$ cat src/rtl/obi_amo_resolver_pkg.sv
// Shared types for the OBI atomic resolver: atop encodings, FSM states and helpers.
package obi_amo_resolver_pkg;

    typedef logic [5:0] atop_t;

    // RISC-V AMO funct5 in bits [4:0] with bit 5 marking an atomic; 0 means plain access.
    typedef enum logic [5:0] {
        AMONONE = 6'h00,
        AMOADD  = 6'h20,
        AMOSWAP = 6'h21,
        AMOLR   = 6'h22,
        AMOSC   = 6'h23,
        AMOXOR  = 6'h24,
        AMOOR   = 6'h28,
        AMOAND  = 6'h2C,
        AMOMIN  = 6'h30,
        AMOMAX  = 6'h34,
        AMOMINU = 6'h38,
        AMOMAXU = 6'h3C
    } obi_atop_e;

    typedef enum logic [2:0] {
        IDLE,
        FWD_REQ,
        FWD_RSP,
        RD_REQ,
        RD_RSP,
        WR_REQ,
        WR_RSP,
        RESP
    } amo_state_e;

    localparam logic [3:0] AmoFullBe = 4'hF;

    function automatic logic is_amo(input atop_t atop);
        case (atop)
            AMOADD, AMOSWAP, AMOLR, AMOSC, AMOXOR, AMOOR, AMOAND,
            AMOMIN, AMOMAX, AMOMINU, AMOMAXU: is_amo = 1'b1;
            default:                          is_amo = 1'b0;
        endcase
    endfunction

endpackage

$ cat src/rtl/obi_amo_alu.sv
// Combinational AMO datapath: a is the old memory word, b the request operand.
module obi_amo_alu
    import obi_amo_resolver_pkg::*;
(
    input  atop_t       atop,
    input  logic [31:0] a,
    input  logic [31:0] b,
    output logic [31:0] result
);

    always_comb begin
        result = b;
        case (atop)
            AMOADD:  result = a + b;
            AMOXOR:  result = a ^ b;
            AMOAND:  result = a & b;
            AMOOR:   result = a | b;
            AMOMIN:  result = ($signed(a) < $signed(b)) ? a : b;
            AMOMAX:  result = ($signed(a) > $signed(b)) ? a : b;
            AMOMINU: result = (a < b) ? a : b;
            AMOMAXU: result = (a > b) ? a : b;
            default: result = b;
        endcase
    end

endmodule

$ cat src/rtl/obi_amo_resolver.sv
// OBI subordinate adapter resolving atomics into read/compute/write on a plain memory port.
// Optional macro OBI_AMO_ALIGN_CHECK_EN: misaligned AMO/LR/SC get an error instead of word alignment.
module obi_amo_resolver
    import obi_amo_resolver_pkg::*;
#(
    parameter int unsigned AddrWidth = 32,
    parameter int unsigned IdWidth   = 1
) (
    input  logic                 clk_i,
    input  logic                 rst_i,
    input  logic                 sbr_req_i,
    output logic                 sbr_gnt_o,
    input  logic [AddrWidth-1:0] sbr_addr_i,
    input  logic                 sbr_we_i,
    input  logic [3:0]           sbr_be_i,
    input  logic [31:0]          sbr_wdata_i,
    input  logic [IdWidth-1:0]   sbr_aid_i,
    input  logic [5:0]           sbr_atop_i,
    output logic                 sbr_rvalid_o,
    output logic [31:0]          sbr_rdata_o,
    output logic [IdWidth-1:0]   sbr_rid_o,
    output logic                 sbr_err_o,
    output logic                 mgr_req_o,
    input  logic                 mgr_gnt_i,
    output logic [AddrWidth-1:0] mgr_addr_o,
    output logic                 mgr_we_o,
    output logic [3:0]           mgr_be_o,
    output logic [31:0]          mgr_wdata_o,
    input  logic                 mgr_rvalid_i,
    input  logic [31:0]          mgr_rdata_i,
    input  logic                 mgr_err_i
);

    amo_state_e           state;
    atop_t                atop_q;
    logic [31:0]          wdata_q;
    logic [31:0]          old_q;
    logic                 resv_valid;
    logic [AddrWidth-1:2] resv_addr;
    logic                 resv_hit;
    logic                 resv_kill;
    logic [31:0]          alu_result;

    assign sbr_gnt_o = (state == IDLE) && sbr_req_i && !rst_i;
    assign resv_hit  = resv_valid && (resv_addr == sbr_addr_i[AddrWidth-1:2]);
    // Writes and AMOs other than LR to the reserved word break the reservation.
    assign resv_kill = resv_hit && (((sbr_atop_i == AMONONE) && sbr_we_i) ||
                                    (is_amo(sbr_atop_i) && (sbr_atop_i != AMOLR)));

    obi_amo_alu u_alu (
        .atop   (atop_q),
        .a      (mgr_rdata_i),
        .b      (wdata_q),
        .result (alu_result)
    );

    always_ff @(posedge clk_i) begin
        if (rst_i) begin
            state        <= IDLE;
            atop_q       <= '0;
            wdata_q      <= '0;
            old_q        <= '0;
            resv_valid   <= 1'b0;
            resv_addr    <= '0;
            sbr_rvalid_o <= 1'b0;
            sbr_rdata_o  <= '0;
            sbr_rid_o    <= '0;
            sbr_err_o    <= 1'b0;
            mgr_req_o    <= 1'b0;
            mgr_addr_o   <= '0;
            mgr_we_o     <= 1'b0;
            mgr_be_o     <= '0;
            mgr_wdata_o  <= '0;
        end else begin
            case (state)
                IDLE: if (sbr_req_i) begin
                    atop_q    <= sbr_atop_i;
                    wdata_q   <= sbr_wdata_i;
                    sbr_rid_o <= sbr_aid_i;
                    if (resv_kill || (sbr_atop_i == AMOSC)) resv_valid <= 1'b0;
                    if (sbr_atop_i == AMONONE) begin
                        state       <= FWD_REQ;
                        mgr_req_o   <= 1'b1;
                        mgr_addr_o  <= sbr_addr_i;
                        mgr_we_o    <= sbr_we_i;
                        mgr_be_o    <= sbr_be_i;
                        mgr_wdata_o <= sbr_wdata_i;
                    end else if (!is_amo(sbr_atop_i)) begin
                        state        <= RESP;
                        sbr_rvalid_o <= 1'b1;
                        sbr_rdata_o  <= '0;
                        sbr_err_o    <= 1'b1;
                    end
`ifdef OBI_AMO_ALIGN_CHECK_EN
                    else if (sbr_addr_i[1:0] != 2'b00) begin
                        state        <= RESP;
                        sbr_rvalid_o <= 1'b1;
                        sbr_rdata_o  <= '0;
                        sbr_err_o    <= 1'b1;
                    end
`endif
                    else if ((sbr_atop_i == AMOSC) && !resv_hit) begin
                        state        <= RESP;
                        sbr_rvalid_o <= 1'b1;
                        sbr_rdata_o  <= 32'd1;
                        sbr_err_o    <= 1'b0;
                    end else begin
                        state      <= RD_REQ;
                        mgr_req_o  <= 1'b1;
                        mgr_addr_o <= {sbr_addr_i[AddrWidth-1:2], 2'b00};
                        mgr_we_o   <= 1'b0;
                        mgr_be_o   <= AmoFullBe;
                    end
                end
                FWD_REQ: if (mgr_gnt_i) begin
                    mgr_req_o <= 1'b0;
                    state     <= FWD_RSP;
                end
                FWD_RSP: if (mgr_rvalid_i) begin
                    state        <= RESP;
                    sbr_rvalid_o <= 1'b1;
                    sbr_rdata_o  <= mgr_rdata_i;
                    sbr_err_o    <= mgr_err_i;
                end
                RD_REQ: if (mgr_gnt_i) begin
                    mgr_req_o <= 1'b0;
                    state     <= RD_RSP;
                end
                RD_RSP: if (mgr_rvalid_i) begin
                    if (mgr_err_i) begin
                        state        <= RESP;
                        sbr_rvalid_o <= 1'b1;
                        sbr_rdata_o  <= '0;
                        sbr_err_o    <= 1'b1;
                    end else if (atop_q == AMOLR) begin
                        resv_valid   <= 1'b1;
                        resv_addr    <= mgr_addr_o[AddrWidth-1:2];
                        state        <= RESP;
                        sbr_rvalid_o <= 1'b1;
                        sbr_rdata_o  <= mgr_rdata_i;
                        sbr_err_o    <= 1'b0;
                    end else begin
                        old_q       <= mgr_rdata_i;
                        state       <= WR_REQ;
                        mgr_req_o   <= 1'b1;
                        mgr_we_o    <= 1'b1;
                        mgr_be_o    <= AmoFullBe;
                        mgr_wdata_o <= (atop_q == AMOSC) ? wdata_q : alu_result;
                    end
                end
                WR_REQ: if (mgr_gnt_i) begin
                    mgr_req_o <= 1'b0;
                    state     <= WR_RSP;
                end
                WR_RSP: if (mgr_rvalid_i) begin
                    state        <= RESP;
                    sbr_rvalid_o <= 1'b1;
                    sbr_rdata_o  <= (atop_q == AMOSC) ? 32'd0 : old_q;
                    sbr_err_o    <= mgr_err_i;
                end
                RESP: begin
                    sbr_rvalid_o <= 1'b0;
                    state        <= IDLE;
                end
                default: state <= IDLE;
            endcase
        end
    end

endmodule

$ cat config.mk
export PLATFORM = sky130hd
export DESIGN_NAME = obi_amo_resolver
export DESIGN_NICKNAME = d
export VERILOG_FILES = /design/src/rtl/obi_amo_resolver_pkg.sv /design/src/rtl/obi_amo_alu.sv /design/src/rtl/obi_amo_resolver.sv
export SDC_FILE = /design/constraint.sdc
export NUM_CORES = 1
export LEC_CHECK = 0
export ABC_CLOCK_PERIOD_IN_PS = 6000
export BUFFER_PORTS_ARGS = -buffer_cell sky130_fd_sc_hd__clkbuf_2
export CAP_MARGIN = 20
export CORE_AREA = 2 2 215 217
export DETAILED_ROUTE_END_ITERATION = 12
export DIE_AREA = 0 0 217 219
export GPL_TIMING_DRIVEN = 0
export REMOVE_ABC_BUFFERS = 1
export SLEW_MARGIN = 0
export SYNTH_ARGS = -nofsm -noshare
export SYNTH_HDL_FRONTEND = slang
export SYNTH_HIERARCHICAL = 1
export SYNTH_SLANG_ARGS = --single-unit
$ cat constraint.sdc
create_clock -name clk_i -period 6 [get_ports clk_i]
set_clock_uncertainty 0.05 [all_clocks]
set_input_delay 0.3 -clock clk_i [delete_from_list [all_inputs] [get_ports clk_i]]
set_output_delay 0.3 -clock clk_i [all_outputs]
set_load 0.005 [all_outputs]
==> results of run 1 <==
## cell usage in the layout, fill, tap and decap left out, types with 12 or more instances in the layout
cell type,count
sky130_fd_sc_hd__a211oi_1,57
sky130_fd_sc_hd__a21oi_1,259
sky130_fd_sc_hd__a221oi_1,21
sky130_fd_sc_hd__a22oi_1,40
sky130_fd_sc_hd__clkbuf_16,25
sky130_fd_sc_hd__clkbuf_2,218
sky130_fd_sc_hd__dfxtp_1,209
sky130_fd_sc_hd__dlygate4sd3_1,80
sky130_fd_sc_hd__ha_1,96
sky130_fd_sc_hd__inv_1,93
sky130_fd_sc_hd__mux2i_1,70
sky130_fd_sc_hd__nand2_1,395
sky130_fd_sc_hd__nand3_1,17
sky130_fd_sc_hd__nand4_1,17
sky130_fd_sc_hd__nor2_1,71
sky130_fd_sc_hd__nor2b_1,13
sky130_fd_sc_hd__nor3_1,17
sky130_fd_sc_hd__o211ai_1,51
sky130_fd_sc_hd__o21ai_0,67
sky130_fd_sc_hd__o22ai_1,12
sky130_fd_sc_hd__or3_1,12
sky130_fd_sc_hd__xnor2_1,47
## worst max-delay path, cell delays in order (launching register included)
cell,delay (ns)
sky130_fd_sc_hd__dfxtp_1,0.43
sky130_fd_sc_hd__inv_1,0.12
sky130_fd_sc_hd__ha_1,0.46
sky130_fd_sc_hd__nor4_2,0.44
sky130_fd_sc_hd__nand4_2,0.26
sky130_fd_sc_hd__nor2_1,0.32
sky130_fd_sc_hd__o31ai_4,0.18
sky130_fd_sc_hd__nand2_2,0.26
sky130_fd_sc_hd__mux2i_1,0.78
sky130_fd_sc_hd__or3_1,0.63
sky130_fd_sc_hd__buf_8,0.24
sky130_fd_sc_hd__a211oi_1,0.09
sky130_fd_sc_hd__a221oi_1,0.26
sky130_fd_sc_hd__mux2i_1,0.14
sky130_fd_sc_hd__nand2_1,0.10
sky130_fd_sc_hd__o211ai_1,0.08
sky130_fd_sc_hd__a21oi_1,0.14
## routing by layer
layer  part of all wire [%]  track usage [%]
met1                     42             26.6
met2                     49             38.7
met3                    6.1             3.84
met4                    3.0             6.74
met5                  0.024                0
## sequential cells by signal, indices dropped and copies added (netlist names)
register,count
atop_q,6
resv_valid,1
mgr_addr_o,32
sbr_rid_o,1
sbr_rdata_o,32
wdata_q,32
sbr_err_o,1
mgr_we_o,1
sbr_rvalid_o,1
mgr_wdata_o,32
state,3
mgr_req_o,1
mgr_be_o,4
old_q,32
resv_addr,30
## repair_timing
| action | CTS | global route |
|---|---|---|
| hold buffers | 80 | 0 |
| setup buffers | 0 | 0 |
| endpoints found under the hold margin | 82 | 0 |
| endpoints found under the setup margin | 0 | 0 |
## per-stage QoR
step           hold slack (ns)  instance area (sq um)  cells
2_1_floorplan            0.315                  13700   1754
3_3_place_gp             0.391                  15600   2573
3_5_place_dp             0.396                  16200   2604
4_1_cts               0.000228                  17900   2729
5_1_grt                 0.0152                  17900   2730
6_report                0.0199                  17900   2731
## cells by family (layout without fill, tap and decap cells)
| family | Yosys count | in the layout | share of synthesized area [%] |
|---|---|---|---|
| adder cells (fa/ha/maj) | 97 | 97 | 8.53 |
| AND/OR/NAND/NOR | 611 | 611 | 19.4 |
| flip-flops | 209 | 209 | 29.2 |
| AO/OA/AOI/OAI | 616 | 616 | 27.7 |
| buffers and inverters | 230 | 471 | 6.66 |
| XOR/XNOR | 51 | 51 | 3.12 |
| multiplexers | 75 | 75 | 5.37 |
| other | 0 | 1 | 0 |
## synth_stat cells, types with 4 or more instances
master / number / area, sq um
sky130_fd_sc_hd__o31ai_1: 5 / 37.5
sky130_fd_sc_hd__inv_1: 93 / 349
sky130_fd_sc_hd__buf_2: 24 / 120
sky130_fd_sc_hd__mux2_2: 4 / 45.0
sky130_fd_sc_hd__a211oi_1: 57 / 428
sky130_fd_sc_hd__or3_1: 13 / 81.3
sky130_fd_sc_hd__o2111ai_1: 4 / 35.0
sky130_fd_sc_hd__a221o_1: 7 / 70.1
sky130_fd_sc_hd__a31oi_1: 7 / 43.8
sky130_fd_sc_hd__nor4_4: 5 / 106
sky130_fd_sc_hd__o21bai_1: 4 / 30.0
sky130_fd_sc_hd__a21o_1: 10 / 75.1
sky130_fd_sc_hd__mux2i_1: 70 / 701
sky130_fd_sc_hd__o22ai_1: 12 / 75.1
sky130_fd_sc_hd__nand3_1: 18 / 90.1
sky130_fd_sc_hd__buf_6: 7 / 78.8
sky130_fd_sc_hd__nand4_1: 17 / 106
sky130_fd_sc_hd__nor4b_1: 5 / 43.8
sky130_fd_sc_hd__nor2b_1: 13 / 81.3
sky130_fd_sc_hd__dfxtp_1: 209 / 4180
sky130_fd_sc_hd__nor3_1: 23 / 115
sky130_fd_sc_hd__xnor2_1: 47 / 412
sky130_fd_sc_hd__clkbuf_1: 101 / 379
sky130_fd_sc_hd__o211ai_1: 51 / 383
sky130_fd_sc_hd__o31a_1: 4 / 35.0
sky130_fd_sc_hd__nand2_1: 396 / 1490
sky130_fd_sc_hd__a22oi_1: 40 / 300
sky130_fd_sc_hd__o21ai_0: 67 / 335
sky130_fd_sc_hd__nand2b_1: 6 / 37.5
sky130_fd_sc_hd__a2111oi_0: 8 / 70.1
sky130_fd_sc_hd__nor2_1: 72 / 270
sky130_fd_sc_hd__xor2_1: 4 / 35.0
sky130_fd_sc_hd__and3_1: 5 / 31.3
sky130_fd_sc_hd__a21boi_0: 4 / 30.0
sky130_fd_sc_hd__o221ai_1: 5 / 43.8
sky130_fd_sc_hd__and2_1: 6 / 37.5
sky130_fd_sc_hd__ha_1: 96 / 1200
sky130_fd_sc_hd__a221oi_1: 21 / 184
sky130_fd_sc_hd__nor4_1: 5 / 31.3
sky130_fd_sc_hd__or2_2: 4 / 25.0
sky130_fd_sc_hd__a21oi_1: 259 / 1300
sky130_fd_sc_hd__o21a_1: 8 / 60.1
## power by group through the flow
stage	registers (W)	logic (W)	clock network [W]
floorplan	0.00186	0.00149	0
global placement	0.00188	0.00237	0
detailed placement	0.00190	0.00253	0
CTS	0.00187	0.00258	0.00163
global route	0.00190	0.00284	0.00169
finish	0.00187	0.00258	0.00159
## worst max path at each step
stage | to | slack [ns] | from
floorplan | mgr_addr_o[0] | 1.36 | state[0]
global placement | mgr_wdata_o[13] | -3.26 | state[0]
detailed placement | mgr_wdata_o[0] | 0.65 | mgr_rdata_i[27]
CTS | mgr_wdata_o[0] | 0.67 | wdata_q[29]
global route | mgr_wdata_o[20] | 0.62 | wdata_q[29]
finish | mgr_wdata_o[0] | 0.91 | wdata_q[27]
## area by class of cell
class | count | area (sq um)
Antenna cell | 1 | 2.50
Clock buffer | 34 | 689
Clock inverter | 11 | 160
Fill cell | 4663 | 27200
Inverter | 95 | 357
Multi-Input combinational cell | 1450 | 9280
Sequential cell | 209 | 4180
Tap cell | 600 | 751
Timing Repair Buffer | 331 | 2450
==> metrics list, run 1 <==
- Setup violation total in the final timing report: 0
- Switching component of the power: 0.00244 W
- Placement Rows: 78
* Element type at the critical path start: flip-flop
- CTS Buf Count: 25
- Number of nets at the end of the flow: 2,323
- Remaining Overflow, GRT: 0
- Setup total negative slack on the finished layout was measured at 0 ns.
- Net switching is 40.4% of the power.
- Wirelength, routed: 53,100 um
- Subtracting the final worst setup slack from the clock period gives 5.09 ns.
- Of the cells placed in the final design, the portion with a size suffix greater than 1 is 16.2%.
- Synthesis-stage register bit count: 209
* Worst EP arrival: 5.52 ns
- Crit end category: flip-flop
- Among all flip-flop cells after synthesis, the most frequent one is sky130_fd_sc_hd__dfxtp_1.
- Antenna violations before repair: 1
* PostCTS Resize Cnt: 0
* Port-buffer cells: 219
- Maximum number of pins on one net before global-route repair: 135
- PwrDens: 338 nW/um^2
* Max-Slew Margin vs Limit: 22.2%
* Count of maximum capacitance violations: 0
* Internal power contribution: 0.00360 W
- Number of primary I/O pins: 220
- Fraction of the cycle the final worst path needs: 84.8%
- The clock drives 209 sinks.
- No sink is reached through more buffers than the 3 on the longest clock path.
- Sequential elements use 29.2% of the synthesized area.
- Along the worst path, the maximum fanout reaches 14.
- Summed over all cells, the static leakage comes to 6.72 nW.
* Number of iterations in the first detailed-routing pass: 6
* Clock share of power: 26.3%
* TritonCTS clock tree: done
- Min-Delay Path Class: in -> reg
- Highest attainable clock frequency: 196 MHz
- Across all register-to-register paths, the minimum setup slack is 0.91 ns.
- Setup slack of the critical path after layout: 0.910 ns
* Worst VDD drop: 0.218 mV
* Gate count after technology mapping: 1,889
- Number of remaining DRC errors: 0
- Startpoint-to-endpoint class of the critical path: reg -> reg
* Number of nets with antenna violations after routing: 0
- First-pass GRT wire length: 82,200 um
- Start of the worst register-to-register path: wdata_q[27]
- Y dimension of the die: 219 um
- Result of the run: finished, final reports clean
- Final total power: 0.00604 W
* Clock insertion delay at the later pin of the skew report: 0.56 ns
* Routability congestion estimate: 0.903
- Final core occ: 39.6%
* Clock root cell: sky130_fd_sc_hd__clkbuf_16
* Portion of total power attributed to sequential cells: 31.0%
- Initial DRC count: 1,000
- Max-slew violation count: 0
- The die covers 47,500 sq um.
* Overall global routing resource usage: 21.8%
- RSZ-0062 raised after global routing: no
- Total number of yosys warnings: 6
* Launch point of the worst hold path: mgr_rdata_i[20]
* Post-synthesis instance area: 14,300 sq um
- Worst-case reg-to-reg path depth: 16
- Once the floorplan was initialized, standard cells occupied 31.7% of the core.
* Hold Crit Depth: 3
- In this run the critical register-to-register path is captured at mgr_wdata_o[0].
- Prior to clock tree synthesis, the placed netlist has a worst setup slack of 0.647 ns.
* Yosys cell types: 88
* H-tree depth: 1
* Sum of net half-perimeters after detailed placement: 39,300 um
- Proportion of power drawn by combinational gates: 42.7%
* Horiz. Die Dim: 217 um
- Hold worst-path end: old_q[20]
- Routed wire per std cell: 19.5 um
* Data required time at the worst endpoint: 6.43 ns
* Number of flops mapped to enable cells by yosys: 0
* Via count: 14,800
* Core region area: 45,100 sq um
* CTS clock-pin slew for the worst setup and hold paths: 0.06 ns
- In this run the mean area of a mapped cell was 7.57 sq um.
* Share of synthesized flip-flops with an asynchronous set or reset: 0%
- Number of hold-slack violations in the final timing report: 0
- Using the TritonRoute via totals, the vias-per-cell ratio works out to 5.41.
* Worst-margin pin slew: 1.17 ns
- From synthesis to final layout, the design area changed by 24.9%.
- Vias in the first global route: 14,300
(Power assumes the default switching activity.)
==> run 2, diff against run 1 <==
--- a/config.mk
+++ b/config.mk
@@ -5,7 +5,7 @@
 export SDC_FILE = /design/constraint.sdc
 export NUM_CORES = 1
 export LEC_CHECK = 0
-export ABC_CLOCK_PERIOD_IN_PS = 6000
+export ABC_CLOCK_PERIOD_IN_PS = 5300
 export BUFFER_PORTS_ARGS = -buffer_cell sky130_fd_sc_hd__clkbuf_2
 export CAP_MARGIN = 20
 export CORE_AREA = 2 2 215 217
==> constraint.sdc (replaced) <==
create_clock -name clk_i -period 5.3 [get_ports clk_i]
set_clock_uncertainty 0.05 [all_clocks]
set_input_delay 0.265 -clock clk_i [delete_from_list [all_inputs] [get_ports clk_i]]
set_output_delay 0.265 -clock clk_i [all_outputs]
set_load 0.005 [all_outputs]
==> run 2 against run 1 <==
  * Clock-buffer cell count did not move
  * Non-clock buffer count rose by 13
  * First-iteration DRC count fell by 5.1%
  * Power rose by 13%
  * Register-to-register slack got worse by 0.43 ns
  * Worst hold slack got worse by 0.0048 ns
  * Maximum frequency rose by 5.7%
  * Via count barely moved
  * Sequential share of layout area fell by 0.17 points
  * Critical path type unchanged
  * Critical endpoint is now mgr_wdata_o[22]
  * Highest routed layer is now met4
==> metrics list, run 2 (synthesized netlist as in run 1, its figures left out) <==
- Most common cell after layout, fill and taps aside: sky130_fd_sc_hd__nand2_1
- Leak pwr: 6.77 nW
- In this run the tightest slew margin relative to its limit is 21.8%.
- Switching component of the power: 0.00277 W
- Overall global routing resource usage: 21.8%
* Port-buffer cells: 219
- Entering global routing, the biggest net connects 135 pins.
* RSZ-0062 raised after global routing: no
- Max-slew violation count: 0
- After clock tree synthesis, the clock-pin slew on the worst setup and hold paths is 0.06 ns.
* Count of maximum capacitance violations: 0
- The initial antenna violation count was 0.
* Startpoint-to-endpoint class of the critical path: reg -> reg
- STA classifies the critical path startpoint as a flip-flop.
* Result of the run: finished, final reports clean
* First-pass GRT wire length: 82,300 um
* Setup slack of the critical path after layout: 0.484 ns
- Area of all placed cells without fillers: 18,000 sq um
* Initial DRC count: 949
- Fin Setup TNS: 0 ns
- PwrDens: 380 nW/um^2
- Walking the worst path, the cells encountered are inv_1 -> ha_1 -> nor2_1 -> a221oi_1 -> o21bai_1 -> or4_1 -> nor3_1 -> or3_2 -> a21o_1 -> a22oi_1 -> a32oi_1 -> mux2i_1 -> nand2_1 -> o211ai_1 -> a21oi_1.
* Clock insertion delay at the later pin of the skew report: 0.56 ns
- Fraction of the cycle the final worst path needs: 90.9%
- Slowest CP cell: sky130_fd_sc_hd__a21o_1
- In the layout the commonest cells are sky130_fd_sc_hd__nand2_1 (395), sky130_fd_sc_hd__a21oi_1 (259), sky130_fd_sc_hd__clkbuf_2 (218).
- In this run the deepest clock path goes through 3 buffers.
* Clock sinks: 209
* Remaining Overflow, GRT: 0
- The congestion estimate from routability-driven global placement came to 0.903.
- Kind of cell with the highest combined delay on the critical path: compound AO/OA/AOI/OAI gates
- VDD sags by at most 0.247 mV.
- Diode count: 0
- Number of primary I/O pins: 220
- The share of total power dissipated in sequential elements is 30.9%.
- Area growth from synthesis to layout: 25.8%
- Non-filler cells, final: 2,743
* Final core occ: 39.9%
- Wirelength, routed: 53,100 um
* Number of nets at the end of the flow: 2,336
* Placement-stage worst setup slack: -0.0180 ns
- Crit end category: flip-flop
* Maximum net fanout on the critical path: 13
- The largest single stage delay on the critical path is 0.62 ns.
- Setup violation total in the final timing report: 0
- The die covers 47,500 sq um.
* Per-cell via count in the routed design: 5.39
- Worst-margin pin slew: 1.17 ns
- The final number of hold-violating endpoints was 0.
- Routed wire per std cell: 19.4 um
* Placement Rows: 78
- Net switching is 40.4% of the power.
- Number of iterations in the first detailed-routing pass: 6
* Clock period minus final worst setup slack: 4.82 ns
- Data required time at the worst endpoint: 5.74 ns
* Y dimension of the die: 219 um
- TritonCTS built the clock tree.
* Vias in the first global route: 14,400
- In this run the clock root is driven by a sky130_fd_sc_hd__clkbuf_16.
- After detailed routing, the number of remaining DRC violations is 0.
- In this run the remaining antenna-violating nets after routing total 0.
- Placed cell count: 2,604
- In this run the number of H-tree levels came out at 1.
- Core region area: 45,100 sq um
- The number of clock buffers added by TritonCTS is 25.
- Proportion of power drawn by combinational gates: 42.8%
- Sum of net half-perimeters after detailed placement: 39,300 um
- Derived from the worst setup path, the maximum achievable clock frequency is 208 MHz.
- The worst hold path belongs to the class in -> reg.
- Of the total power, the clock network draws 26.3%.
- Cell Area, Placed: 16,200 sq um
- Internal power contribution: 0.00408 W
- Horiz. Die Dim: 217 um
* Worst EP arrival: 5.26 ns
- Across all layers, the routed design uses 14,800 vias.
- The post-route netlist has 16.1% of its cells at a drive strength greater than 1.
- Combined buffer and inverter count along the critical path: 1
- Initial Util: 31.7%
## run 2: cell count changes in the layout (fill, tap and decap cells not counted), sizes merged
cell | previous run | this run
buf | 32 | 31
dlygate4sd3 | 80 | 94
diode | 1 | 0
## run 2: final timing paths
kind / endpoint / cells past startpoint / slack (ns) / start
worst min register to register: old_q[13] / 2 / 0.40 / old_q[13]
worst min-delay path: old_q[0] / 3 / 0.02 / mgr_rdata_i[0]
worst max-delay path: mgr_wdata_o[22] / 15 / 0.48 / wdata_q[29]
worst max register to register: mgr_wdata_o[22] / 15 / 0.48 / wdata_q[29]
## run 2: what timing repair did
action	4_1_cts	5_1_grt
gates resized for setup	1	2
hold buffers	94	0
setup buffers	0	0
hold endpoints to repair	121	0
setup endpoints to repair	1	3
## run 2: layer usage
layer | track usage, % | vias up | part of all wire, %
met3 | 3.66 | 70 | 5.5
met2 | 38.8 | 441 | 49
met5 | 0 | - | 0
met1 | 26.7 | 7065 | 43
li1 | - | 7211 | -
met4 | 6.69 | 0 | 2.7
## run 2: worst register-to-register path, delay by kind of cell (launching register included)
kind | cells | cell delay (ns)
flops | 1 | 0.42
fa+ha+maj | 1 | 0.56
mux | 1 | 0.11
buf+inv | 1 | 0.11
compound gates | 7 | 1.76
simple gates | 5 | 1.75
## run 2: per-stage QoR
step / total power (W) / hold slack [ns]
after global routing: 0.00730 / 0.0172
after detailed placement: 0.00501 / 0.396
after global placement: 0.00482 / 0.391
after CTS: 0.00690 / 0.0000512
after floorplan: 0.00379 / 0.280
final: 0.00685 / 0.0151
## run 2: power by group through the flow
stage	Clock, W	Combinational, W	Sequential (W)
floorplan	0	0.00168	0.00211
global placement	0	0.00269	0.00213
detailed placement	0	0.00286	0.00215
CTS	0.00185	0.00293	0.00212
global route	0.00192	0.00323	0.00216
finish	0.00180	0.00293	0.00212
## run 2: cell type report
| class | instances | area [sq um] |
|---|---|---|
| sequential | 209 | 4180 |
| tap | 600 | 751 |
| timing repair buffer | 344 | 2580 |
| clock inverter | 11 | 160 |
| inverter | 95 | 357 |
| multi-input combinational | 1450 | 9280 |
| clock buffer | 34 | 689 |
| fill | 4650 | 27100 |
